File: src/rtl/ir_gate_pkg.sv
// Shared types and default constants for the two-beam doorway occupancy counter.
package ir_gate_pkg;

  typedef enum logic [2:0] {
    StIdle,
    StInA,
    StInAb,
    StInB,
    StOutB,
    StOutAb,
    StOutA,
    StClear
  } gate_state_e;

  localparam int unsigned DefCntW       = 8;
  localparam int unsigned DefMaxCount   = 99;
  localparam int unsigned DefTimeoutCyc = 200_000_000;
  localparam int unsigned DefTmoW       = 28;

  // True for states that belong to an in-flight passage.
  function automatic logic is_passage(gate_state_e s);
    return (s != StIdle) && (s != StClear);
  endfunction

endpackage

File: src/rtl/sat_updown_counter.sv
// Up/down counter saturating at 0 and MAX_COUNT; clr has priority. full/empty registered.
module sat_updown_counter #(
  parameter int unsigned CNT_W     = 8,
  parameter int unsigned MAX_COUNT = 99
) (
  input  logic             clk,
  input  logic             rst_n,
  input  logic             inc,
  input  logic             dec,
  input  logic             clr,
  output logic [CNT_W-1:0] count,
  output logic             full,
  output logic             empty
);

  localparam logic [CNT_W-1:0] MaxCnt = CNT_W'(MAX_COUNT);

  logic [CNT_W-1:0] count_q, count_d;
  logic             full_q, empty_q;

  always_comb begin
    count_d = count_q;
    if (clr) begin
      count_d = '0;
    end else if (inc && !dec) begin
      if (count_q != MaxCnt) count_d = count_q + 1'b1;
    end else if (dec && !inc) begin
      if (count_q != '0) count_d = count_q - 1'b1;
    end
  end

  always_ff @(posedge clk or negedge rst_n) begin
    if (!rst_n) begin
      count_q <= '0;
      full_q  <= 1'b0;
      empty_q <= 1'b1;
    end else begin
      count_q <= count_d;
      full_q  <= (count_d == MaxCnt);
      empty_q <= (count_d == '0);
    end
  end

  assign count = count_q;
  assign full  = full_q;
  assign empty = empty_q;

endmodule

File: src/rtl/ir_gate_counter.sv
// Two-beam doorway passage tracker with saturating occupancy count and event pulses.
// Optional stall timeout compiled in with IR_GATE_TIMEOUT_EN.
module ir_gate_counter
  import ir_gate_pkg::*;
#(
  parameter int unsigned CNT_W       = DefCntW,
  parameter int unsigned MAX_COUNT   = DefMaxCount,
  parameter int unsigned TIMEOUT_CYC = DefTimeoutCyc,
  parameter int unsigned TMO_W       = DefTmoW
) (
  input  logic             clk,
  input  logic             rst_n,
  input  logic             det_a,
  input  logic             det_b,
  input  logic             clr,
  output logic [CNT_W-1:0] count,
  output logic             full,
  output logic             empty,
  output logic             entry_pulse,
  output logic             exit_pulse,
  output logic             abort_pulse,
  output logic             busy
);

  localparam logic [TMO_W-1:0] TmoLast = TMO_W'(TIMEOUT_CYC - 1);

  gate_state_e state_q, state_d;
  logic        entry_d, exit_d, abort_d;
  logic        entry_q, exit_q, abort_q, busy_q;
  logic        tmo_hit;
  logic [1:0]  ab;

  assign ab = {det_a, det_b};

`ifdef IR_GATE_TIMEOUT_EN
  logic [TMO_W-1:0] tmo_q, tmo_d;

  assign tmo_hit = is_passage(state_q) && (tmo_q == TmoLast);

  // Counts cycles spent in the current passage state; restarts on every transition.
  always_comb begin
    tmo_d = tmo_q + 1'b1;
    if (!is_passage(state_q) || (state_d != state_q)) tmo_d = '0;
  end

  always_ff @(posedge clk or negedge rst_n) begin
    if (!rst_n) tmo_q <= '0;
    else        tmo_q <= tmo_d;
  end
`else
  logic unused_tmo_cfg;
  assign unused_tmo_cfg = ^TmoLast;
  assign tmo_hit        = 1'b0;
`endif

  always_comb begin
    state_d = state_q;
    entry_d = 1'b0;
    exit_d  = 1'b0;
    abort_d = 1'b0;
    unique case (state_q)
      StIdle: begin
        case (ab)
          2'b10:   state_d = StInA;
          2'b01:   state_d = StOutB;
          2'b11:   begin state_d = StClear; abort_d = 1'b1; end
          default: ;
        endcase
      end
      StInA: begin
        case (ab)
          2'b11:   state_d = StInAb;
          2'b00:   state_d = StIdle;
          2'b01:   begin state_d = StClear; abort_d = 1'b1; end
          default: ;
        endcase
      end
      StInAb: begin
        case (ab)
          2'b01:   state_d = StInB;
          2'b10:   state_d = StInA;
          2'b00:   begin state_d = StClear; abort_d = 1'b1; end
          default: ;
        endcase
      end
      StInB: begin
        case (ab)
          2'b00:   begin state_d = StIdle; entry_d = 1'b1; end
          2'b11:   state_d = StInAb;
          2'b10:   begin state_d = StClear; abort_d = 1'b1; end
          default: ;
        endcase
      end
      StOutB: begin
        case (ab)
          2'b11:   state_d = StOutAb;
          2'b00:   state_d = StIdle;
          2'b10:   begin state_d = StClear; abort_d = 1'b1; end
          default: ;
        endcase
      end
      StOutAb: begin
        case (ab)
          2'b10:   state_d = StOutA;
          2'b01:   state_d = StOutB;
          2'b00:   begin state_d = StClear; abort_d = 1'b1; end
          default: ;
        endcase
      end
      StOutA: begin
        case (ab)
          2'b00:   begin state_d = StIdle; exit_d = 1'b1; end
          2'b11:   state_d = StOutAb;
          2'b01:   begin state_d = StClear; abort_d = 1'b1; end
          default: ;
        endcase
      end
      StClear: begin
        if (ab == 2'b00) state_d = StIdle;
      end
      default: state_d = StIdle;
    endcase

    // A stalled passage is discarded even if the inputs would have moved it on.
    if (tmo_hit) begin
      state_d = StClear;
      entry_d = 1'b0;
      exit_d  = 1'b0;
      abort_d = 1'b1;
    end
  end

  always_ff @(posedge clk or negedge rst_n) begin
    if (!rst_n) begin
      state_q <= StIdle;
      entry_q <= 1'b0;
      exit_q  <= 1'b0;
      abort_q <= 1'b0;
      busy_q  <= 1'b0;
    end else begin
      state_q <= state_d;
      entry_q <= entry_d;
      exit_q  <= exit_d;
      abort_q <= abort_d;
      busy_q  <= (state_d != StIdle);
    end
  end

  sat_updown_counter #(
    .CNT_W     (CNT_W),
    .MAX_COUNT (MAX_COUNT)
  ) u_count (
    .clk   (clk),
    .rst_n (rst_n),
    .inc   (entry_d),
    .dec   (exit_d),
    .clr   (clr),
    .count (count),
    .full  (full),
    .empty (empty)
  );

  assign entry_pulse = entry_q;
  assign exit_pulse  = exit_q;
  assign abort_pulse = abort_q;
  assign busy        = busy_q;

endmodule

File: config.mk
export PLATFORM = sky130hd
export DESIGN_NAME = ir_gate_counter
export DESIGN_NICKNAME = d
export VERILOG_FILES = /design/src/rtl/ir_gate_pkg.sv /design/src/rtl/sat_updown_counter.sv /design/src/rtl/ir_gate_counter.sv
export SDC_FILE = /design/constraint.sdc
export NUM_CORES = 1
export LEC_CHECK = 0
export ABC_AREA = 1
export CORE_MARGIN = 3
export CORE_UTILIZATION = 39
export CTS_CLUSTER_DIAMETER = 120
export DETAILED_ROUTE_END_ITERATION = 8
export PLACE_DENSITY = 0.61
export SETUP_SLACK_MARGIN = 0.15
export SLEW_MARGIN = 25
export SYNTH_ARGS = -nofsm -noshare
export SYNTH_HDL_FRONTEND = slang
export SYNTH_SLANG_ARGS = --single-unit
export TNS_END_PERCENT = 1
File: constraint.sdc
create_clock -name clk -period 1.6 [get_ports clk]
set_input_delay 0.32 -clock clk [delete_from_list [all_inputs] [get_ports clk]]
set_output_delay 0.32 -clock clk [all_outputs]
set_load 0.02 [all_outputs]
== Word level (Yosys, flattened, before mapping) ==
Cells that the tools add are included.

* Input port bits: 5
* Register bits after elaboration: 17
* Output and inout port bits: 14

* Add/sub/neg operators: 2
* Equal/unequal tests: 12
* Mux-type cells: 21
* Reduce and logical (&&, ||, !) cells: 12

{| class="wikitable"
|+ Operators by type and width
! kind !! number
|-
| 3-bit case mux with 3 select lines || 7
|-
| 8-bit 2-to-1 mux || 5
|-
| 3-bit case mux with 8 select lines || 1
|-
| 3-bit equality test, second input constant || 4
|-
| 8-bit by 1-bit adder with 8-bit output, second input constant || 1
|-
| 8-bit by 7-bit equality test with 1-bit output, second input constant || 1
|-
| 8-bit zero test || 1
|-
| 8-bit by 7-bit inequality test with 1-bit output, second input constant || 1
|-
| 8-bit nonzero test || 1
|-
| 8-bit by 1-bit subtractor with 8-bit output, second input constant || 1
|-
| 3-bit by 2-bit equality test with 1-bit output, second input constant || 2
|-
| 1-bit 2-to-1 mux || 6
|-
| 2-bit OR reduction || 3
|-
| 2-bit equality test, second input constant || 2
|-
| 1-bit case mux with 4 select lines || 1
|-
| 3-bit by 1-bit equality test with 1-bit output, second input constant || 1
|-
| 3-bit zero test || 1
|-
| 3-bit 2-to-1 mux || 1
|-
| 3-bit nonzero test || 1
|-
| 2-bit by 1-bit equality test with 1-bit output, second input constant || 1
|-
| 1-bit logical AND || 2
|-
| 1-bit zero test || 2
|-
| 2-bit zero test || 1
|}

== Depth between registers and ports, before layout ==
Gate-level depths: netlist of run 1.

* Word-level depth: 9
* Gate-level depth with buffers: 14
* Depth with buffers taken out: 13

== Modules after synthesis ==
Synthesis of run 1 repeated with hierarchy kept, for this count alone.

* Cells, all modules: 239
* Area total of the unflattened synthesis: 1545.2 um2

{| class="wikitable"
|+ By module, submodules not included
! module !! times used !! area each (um2) !! sequential area each (um2) !! cells an instance
|-
| sat_updown_counter || 1 || 965.9 || 251.5 || 161
|-
| ir_gate_counter || 1 || 579.3 || 175.2 || 78
|}

== Worst setup path before layout of run 1 ==
No wires, ideal clock.

* Path type: flip-flop to flip-flop
* Start point: register u_count.count_q[1], in the netlist u_count.count[1]
* End point: register u_count.full_q, in the netlist u_count.full
* Slack: -132 ps
* Cell stages (with the launch flop): 12
* Arrival: 1663 ps
* Buffers on the path: 0
* Clock period less this slack: 1732 ps
* Required time: 1531 ps
* Cells stage by stage: dfrtp_1 > ha_1 > inv_1 > nor3_1 > nand2_1 > nand2_1 > a21oi_1 > nor2_2 > nand2_1 > nor2_4 > nand2_1 > nor2_2

* Longest elaborated chain between the ends: 6
* Elaborated cells on any way between the ends: 10
* Classes of those cells: add/sub (2); eq/ne (2); mux (5); reduce/logical (1)

{| class="wikitable"
|+ Ends and longest elaborated chain
! item !! RTL line !! source
|-
| start, declared || sat_updown_counter.sv:18 || <nowiki>logic [CNT_W-1:0] count_q, count_d;</nowiki>
|-
| start signal, assigned || sat_updown_counter.sv:38 || <nowiki>count_q <= count_d;</nowiki>
|-
| 8-bit nonzero test || sat_updown_counter.sv:28 || <nowiki>if (count_q != '0) count_d = count_q - 1'b1;</nowiki>
|-
| 8-bit 2-to-1 mux || sat_updown_counter.sv:28 ||
|-
| 8-bit 2-to-1 mux || sat_updown_counter.sv:27 || <nowiki>end else if (dec && !inc) begin</nowiki>
|-
| 8-bit 2-to-1 mux * || sat_updown_counter.sv:25 || <nowiki>end else if (inc && !dec) begin</nowiki>
|-
| 8-bit 2-to-1 mux * || sat_updown_counter.sv:23 || <nowiki>if (clr) begin</nowiki>
|-
| net u_count.count_d[0] || sat_updown_counter.sv:18 ||
|-
| 8-bit by 7-bit equality test with 1-bit output * || sat_updown_counter.sv:39 || <nowiki>full_q <= (count_d == MaxCnt);</nowiki>
|-
| end signal, assigned || sat_updown_counter.sv:39 ||
|-
| end, declared || sat_updown_counter.sv:19 || <nowiki>logic full_q, empty_q;</nowiki>
|}

Mark *: on every way through the listed nets, which the timed path passes. The rest lies on a longest branch.

== Worst setup path after layout of run 1 ==
* Start point: register u_count.count_q[7], in the netlist u_count.count[7]
* End point: register u_count.full_q, in the netlist u_count.full

Same word-level chain as after synthesis.

==> impl_results.md, run 1 <==
* Outcome: complete, but fails checks
* Failing checks: negative setup slack
* Area growth syn-to-layout at 44.1%
* Flops & latches, synth at 17
* Vias in the first global route at 1,517
* DRT Wirelength at 4100 um
* Diode count at 0
* Req. time, crit path at ~1800 ps
* Antenna violations before repair at 0
* Max cap viols at 0
* Skew final at 5.73 ps
* Placed Cells at ~310
* Synth Warn # at 0
* # fillers at 334
* Clk Latency, worst-skew pair at 260 ps
* Depth of the most critical reg-to-reg path at 12
* GRT Util Overall at between 20% and 30%
* Type of the tightest min-delay check: in2async
* R2R setup slack at -60 ps
* Worst reg2reg path endpoint: u_count.full
* Cell with the most instances after synthesis: nand2_1
* Fin area at 2120 um2
* Final period util at 104%
* Rel. slew slack at slightly below 80%
* Die ar. at roughly 4600 um2
* CP startpoint: u_count.count[7]
* Row count at 21
* Wire per inst at 12.8 um
* Reg-to-reg startpoint: u_count.count[7]
* Nets at 283
* Final Hold Viols at 0
* Worst vdd ir at 0.619 mV
* WHS at 385 ps
* Port Buffers at 18
* Core area at approximately 3500 um2
* Final setup viols at 2
* CTS tree: built
* Slew Limit Fails at 0
* First-pass GRT wire length at 6890 um
* Clk buf depth at 2
* Share of layout cells above drive strength 1 at 40.1%
* Gr ovfl total at 0
* IO Count at 19
* Post-layout min period at 1660 ps
* Top cells by area, synth: dfrtp_1, nand2_1, inv_1, nand3_1, nor2_1
* Initial drt markers at 100
* Unrepaired setup endpoints after global routing: true
* Drt via density at 4.97
* Post-synth top cells: nand2_1, inv_1, nand3_1
* Post-Place Worst Slack at -466 ps
* Reg clk slew, reported paths at about 80 ps
* P_leak at 1.12 nW
* Chip Width at 67.5 um
* Root Driver: clkbuf_8
* Synth Instances at between 200 and 250
* CP arrival at 1860 ps
* DRC at 0
* Drt pass-1 iters at 4
* Syn nets at 227
* Largest net degree at the start of global routing at 18
* Synth area leader: dfrtp_1
* Gp weighted congestion at ~0.93
* Critical path class: reg2reg
* Vias at 1,590
* Post-Layout Cell Count at 320
* H-tree depth at 1
* # hold bufs at CTS at 0
* Post-Syn Area at around 1500 um2
* Post-Syn Area per Cell at 6.73 um2
* CP endpoint: u_count.full
* Sequential area share after synthesis at 28.9%
* Worst setup EP type: flip-flop
* Top_reg_cell synth: dfrtp_1
* Top cell type's share of synthesized area at ~27%
* Count of cell types in the netlist at 36
* Power per cell area at 1270 nW/um2
* HPWL after detailed placement at between 2000 and 3000 um
* Die height at 67.5 um
* Detail Route Antenna Nets at 0
* CTS buffer count at 3
* Critical Path Fanout Max at 3
* Initial Util at 42.2%
* F_max at about 0.6 GHz
* Critical Path Start Type: flip-flop
* EDFF count, synth at 0
* Final WS setup at -63.4 ps
* Post-synth ARST share at 100%
* Worst slew pin tran at 338 ps
* Clock sinks at 17
* Post-DP Area at ~1900 um2
-- layout by cell type, fill, tap and decap left out, types with 2 or more instances in the layout --
master           count
inv_2                7
nand3_1             19
dlymetal6s2s_1       2
nand2_1             56
inv_4                3
nand2_2             12
clkdlybuf4s50_1      2
nor3_1               2
nand3_2              3
nand4_1              4
ha_4                 3
dfrtp_2              8
xor2_1               2
o21ai_1              3
dlygate4sd2_1        9
clkbuf_2             3
o22ai_1              2
dfrtp_1              8
nor2_2               9
buf_4               39
nor3_4               2
o21ai_0              6
inv_1               23
clkbuf_8             3
a21oi_1              9
nor2_4               6
nor2_1              12
-- worst min-delay path by stage --
stage / from / end
6_report: rst_n / u_count.count[6]
2_1_floorplan: rst_n / abort_pulse
3_3_place_gp: rst_n / u_count.count[6]
5_1_grt: rst_n / state_q[0]
4_1_cts: rst_n / u_count.count[6]
3_5_place_dp: rst_n / u_count.count[6]
-- stage by stage --
| step | total power, mW | TNS (ps) | util (%) |
|---|---|---|---|
| floorplan | 1.68 | 0 | - |
| global placement | 2.20 | -4260 | 55.3 |
| detailed placement | 2.17 | -4040 | 55.3 |
| CTS | 2.54 | -248 | 57.9 |
| global route | 2.95 | -745 | 60.8 |
| finish | 2.70 | -112 | 60.8 |
-- layer usage --
| metal | vias to the layer above | GRT usage [%] | share of wire (%) |
|---|---|---|---|
| li1 | 815 | - | - |
| met1 | 723 | 28.4 | 49 |
| met2 | 50 | 31.6 | 45 |
| met3 | 2 | 3.66 | 5.4 |
| met4 | 0 | 4.05 | 0.32 |
| met5 | - | 0 | 0 |
-- area by class of cell --
class,count,area [um2],area share [%]
multi-input cells,163,998,47.0
repair buffers,57,453,21.3
flip-flops and latches,17,437,20.6
inverters,33,131,6.19
well taps,46,57.6,2.71
clock buffers,3,41.3,1.94
clock inverters,1,5.00,0.236
-- critical path, stage by stage (launching register included) --
cell and delay [ps]:
dfrtp_1 390, buf_4 160, nor2_2 130, nand2_4 90, o21ai_4 200, nand2_2 70, nand2_1 60, nor2_1 40
nor2_1 150, nand2_2 90, nor2_4 80, nand2_2 50, nor2_2 80
-- logic make-up after synthesis --
logic type,Yosys count,share of synthesized area (%)
xor+xnor,3,1.78
flops,17,28.9
fa+ha+maj,3,2.55
compound gates,25,9.51
simple gates,132,44.1
buf+inv,39,13.1
-- what timing repair did --
action | CTS | global route
setup endpoints to repair | 29 | 19
resized for setup | 24 | 35
setup buffers | 5 | 2
pin swaps | 4 | 10
-- where the power goes --
group	switching [mW]	total, mW	internal (mW)	leakage [nW]
clock	0.165	0.338	0.173	0.0255
sequential	0.150	0.703	0.553	0.209
combinational	0.968	1.66	0.694	0.882
total	1.28	2.70	1.42	1.12
-- flip-flops by register name (all words and copies together), names as in the netlist --
signal / count
busy: 1
u_count.count: 8
u_count.full: 1
state_q: 3
u_count.empty: 1
abort_pulse: 1
exit_pulse: 1
entry_pulse: 1
Power figures use the tool's default switching activity.
==> run 2, diff against run 1 <==
ABC_AREA = default   (was 1)
PLACE_DENSITY = 0.62   (was 0.61)
REMOVE_ABC_BUFFERS = 1   (was default)
clock period = 1.5 ns   (was 1.6 ns; I/O delays follow)
==> impl_results.md, run 2 <==
* Rel. slew slack at 76.4% (-0.83 points)
* Vias at 1,414 (-11%)
* Initial Util at 42.2% (about the same)
* Reg clk slew, reported paths at 90 ps (about the same)
* CP cell instances: or3_4, nor4_4, buf_4, o21ai_1, a21oi_2, buf_4, nand3_1, nor4_2
* Diode count at 0 (unchanged)
* Area occupied by multi-input gates at 916 um2 (-8.3%)
* Routed wl met3 at 243 um (+10%)
* Top cells by area, synth: dfrtp_1, o21ai_0, a21oi_1, inv_1, ha_1
* Most frequent cells in the layout: buf_4, dfrtp_1, inv_1, a21oi_1, o21ai_0
* DRT met1 WL at 1740 um (-13%)
* Area growth syn-to-layout at 52.9%
* GRT Util Overall at 19.5% (-0.47 points)
* Unrepaired setup endpoints after global routing: true
* Sequential area share after synthesis at 32.1% (+3.1 points)
* Post-Syn Area at 1330 um2 (-9.8%)
* DRT Wirelength at 3900 um (-4.8%)
* DRC at 0 (unchanged)
* Reg-to-reg startpoint: u_count.count[4]
* Worst slew pin tran at 351 ps (+13.0 ps)
* CTS buffer count at 3 (unchanged)
* Core area at 3150 um2 (-9.8%)
* Worst reg2reg path endpoint: u_count.full
* Power per cell area at 1150 nW/um2 (-9.6%)
* F_max at 0.460 GHz (-23%)
* # fillers at 266 (-20%)
* Highest metal used: met4
* Row count at 20 (-4.8%)
* Initial drt markers at 111 (+11%)
* Cell with the most instances after synthesis: dfrtp_1
* R2R setup slack at -670 ps (-610 ps)
* Most used cell, CP: buf_4
* Count of cell types in the netlist at 55 (+53%)
* Final setup viols at 12 (+10)
* Final period util at 145% (+41 points)
* CP arrival at 2370 ps (+510 ps)
* HPWL after detailed placement at 2900 um (-3.2%)
* Nets at 225 (-20%)
* Critical Path Start Type: flip-flop
* Critical path class: reg2reg
* Synth Warn # at 0 (unchanged)
* Synth Instances at 151 (-31%)
* Skew final at 0.584 ps (-5.14 ps)
* Port Buffers at 18 (unchanged)
* CTS tree: built
* Worst setup EP type: flip-flop
* Post-DP Area at 1860 um2 (-3.9%)
* H-tree depth at 1 (unchanged)
* Drt via density at 5.44 (+9.5%)
* Max reg flops at 8 (unchanged)
* Clock sinks at 17 (unchanged)
* First-pass GRT wire length at 6350 um (-7.7%)
* Metal2 WL at 1820 um (-2.4%)
* Fin area at 2030 um2 (-4.2%)
* Clk buf depth at 2 (unchanged)
* Post-Syn Area per Cell at 8.81 um2 (+31%)
* Final WS setup at -672 ps (-609 ps)
* Final Hold Viols at 0 (unchanged)
* Top cell type's share of synthesized area at 30.1% (+2.9 points)
* Synth area leader: dfrtp_1
* Critical Path Fanout Max at 3 (unchanged)
* Vias in the first global route at 1,389 (-8.4%)
* Depth of the most critical reg-to-reg path at 8 (-4)
* Failing checks: negative setup slack
* Seq. cell area at 427 um2 (-2.3%)
* Flops & latches, synth at 17 (unchanged)
* Top_reg_cell synth: dfrtp_1
* Gr ovfl total at 0 (unchanged)
* Req. time, crit path at 1700 ps (-100 ps)
* Clk Latency, worst-skew pair at 290 ps (+30 ps)
* Gp weighted congestion at 0.880 (-5.5%)
* Wire per inst at 15.0 um (+17%)
* Post-synth ARST share at 100% (unchanged)
* Die height at 64.4 um (-4.6%)
* Post-synth top cells: dfrtp_1, inv_1, o21ai_0
* Die ar. at 4150 um2 (-8.9%)
* Antenna violations before repair at 0 (unchanged)
* Drt pass-1 iters at 4 (unchanged)
* Slew Limit Fails at 0 (unchanged)
* P_leak at 0.918 nW (-18%)
* Root Driver: clkbuf_4
* Largest net degree at the start of global routing at 18 (unchanged)
* Post-layout min period at 2170 ps (+509 ps)
* Max cap viols at 0 (unchanged)
* Chip Width at 64.4 um (-4.6%)
* Worst vdd ir at 1.01 mV (+64%)
* IO Count at 19 (unchanged)
* Most common cell after layout, fill and taps aside: buf_4
* Share of layout cells above drive strength 1 at 45.4% (+5.2 points)
* Critical-path top delay cell: or3_4
* Slowest cell delay on critical path at 410 ps (+20 ps)
* Detail Route Antenna Nets at 0 (unchanged)
* Total power at 2.34 mW (-13%)
* EDFF count, synth at 0 (unchanged)
* Type of the tightest min-delay check: in2async
* Outcome: complete, but fails checks
run 2: critical path, delay by kind of cell (launching register included):
kind                   cells  cell delay, ps
and+or+nand+nor            4            1030
DFF                        1             400
buffers and inverters      2             340
AOI/OAI and AO/OA          2             310
run 2: power by group:
part	internal (mW)	switching (mW)
Combinational	0.778	0.722
Sequential	0.547	0.0541
Clock	0.104	0.135
Total	1.43	0.911
run 2: layout make-up:
class	count	area share, %
multi-input cells	112	45.0
flip-flops and latches	17	21.0
clock buffers	4	1.29
repair buffers	70	27.4
well taps	44	2.71
inverters	13	2.52
run 2: logic make-up (layout without fill, tap and decap cells):
kind of cell	Yosys count	after routing	synth area share, %
AND/OR/NAND/NOR	59	59	29.3
AO/OA/AOI/OAI	43	43	22.3
buffers and inverters	22	87	7.62
flip-flops	17	17	32.1
XOR/XNOR	4	4	2.63
adder cells (fa/ha/maj)	3	3	2.82
multiplexers	3	3	3.29
run 2: how the worst max path moves through the flow:
stage / startpoint / to / slack (ps) / depth (start not counted)
floorplan: u_count.count[1] / u_count.empty / -840 / 8
global placement: det_a / u_count.empty / -1040 / 7
detailed placement: det_a / u_count.empty / -1080 / 7
CTS: u_count.count[0] / u_count.full / -650 / 9
global route: u_count.count[3] / u_count.full / -750 / 8
finish: u_count.count[4] / u_count.full / -670 / 8
run 2: repair_timing:
item,CTS,global route
hold endpoints to repair,0,0
pin swaps,11,8
cloned,0,0
buffers inserted,4,2
resized for setup,57,26
endpoints found under the setup margin,30,20
hold buffers,0,0
run 2: routing by layer:
metal	GRT usage [%]	vias up
met5	0	-
met4	6.33	0
met3	1.93	8
met2	30.3	47
met1	28.4	678
li1	-	681
run 2: stage by stage:
step / util (%) / worst slack [ps] / std cells / setup TNS (ps) / hold slack, ps
after detailed placement: 58.9 / -1080 / 250 / -9890 / 646
after CTS: 60.7 / -652 / 258 / -4210 / 326
after floorplan: - / -842 / 142 / -4930 / 4.41
after global routing: 64.5 / -747 / 260 / -5490 / 335
final: 64.5 / -672 / 260 / -4610 / 328
after global placement: 58.9 / -1040 / 250 / -9340 / 640
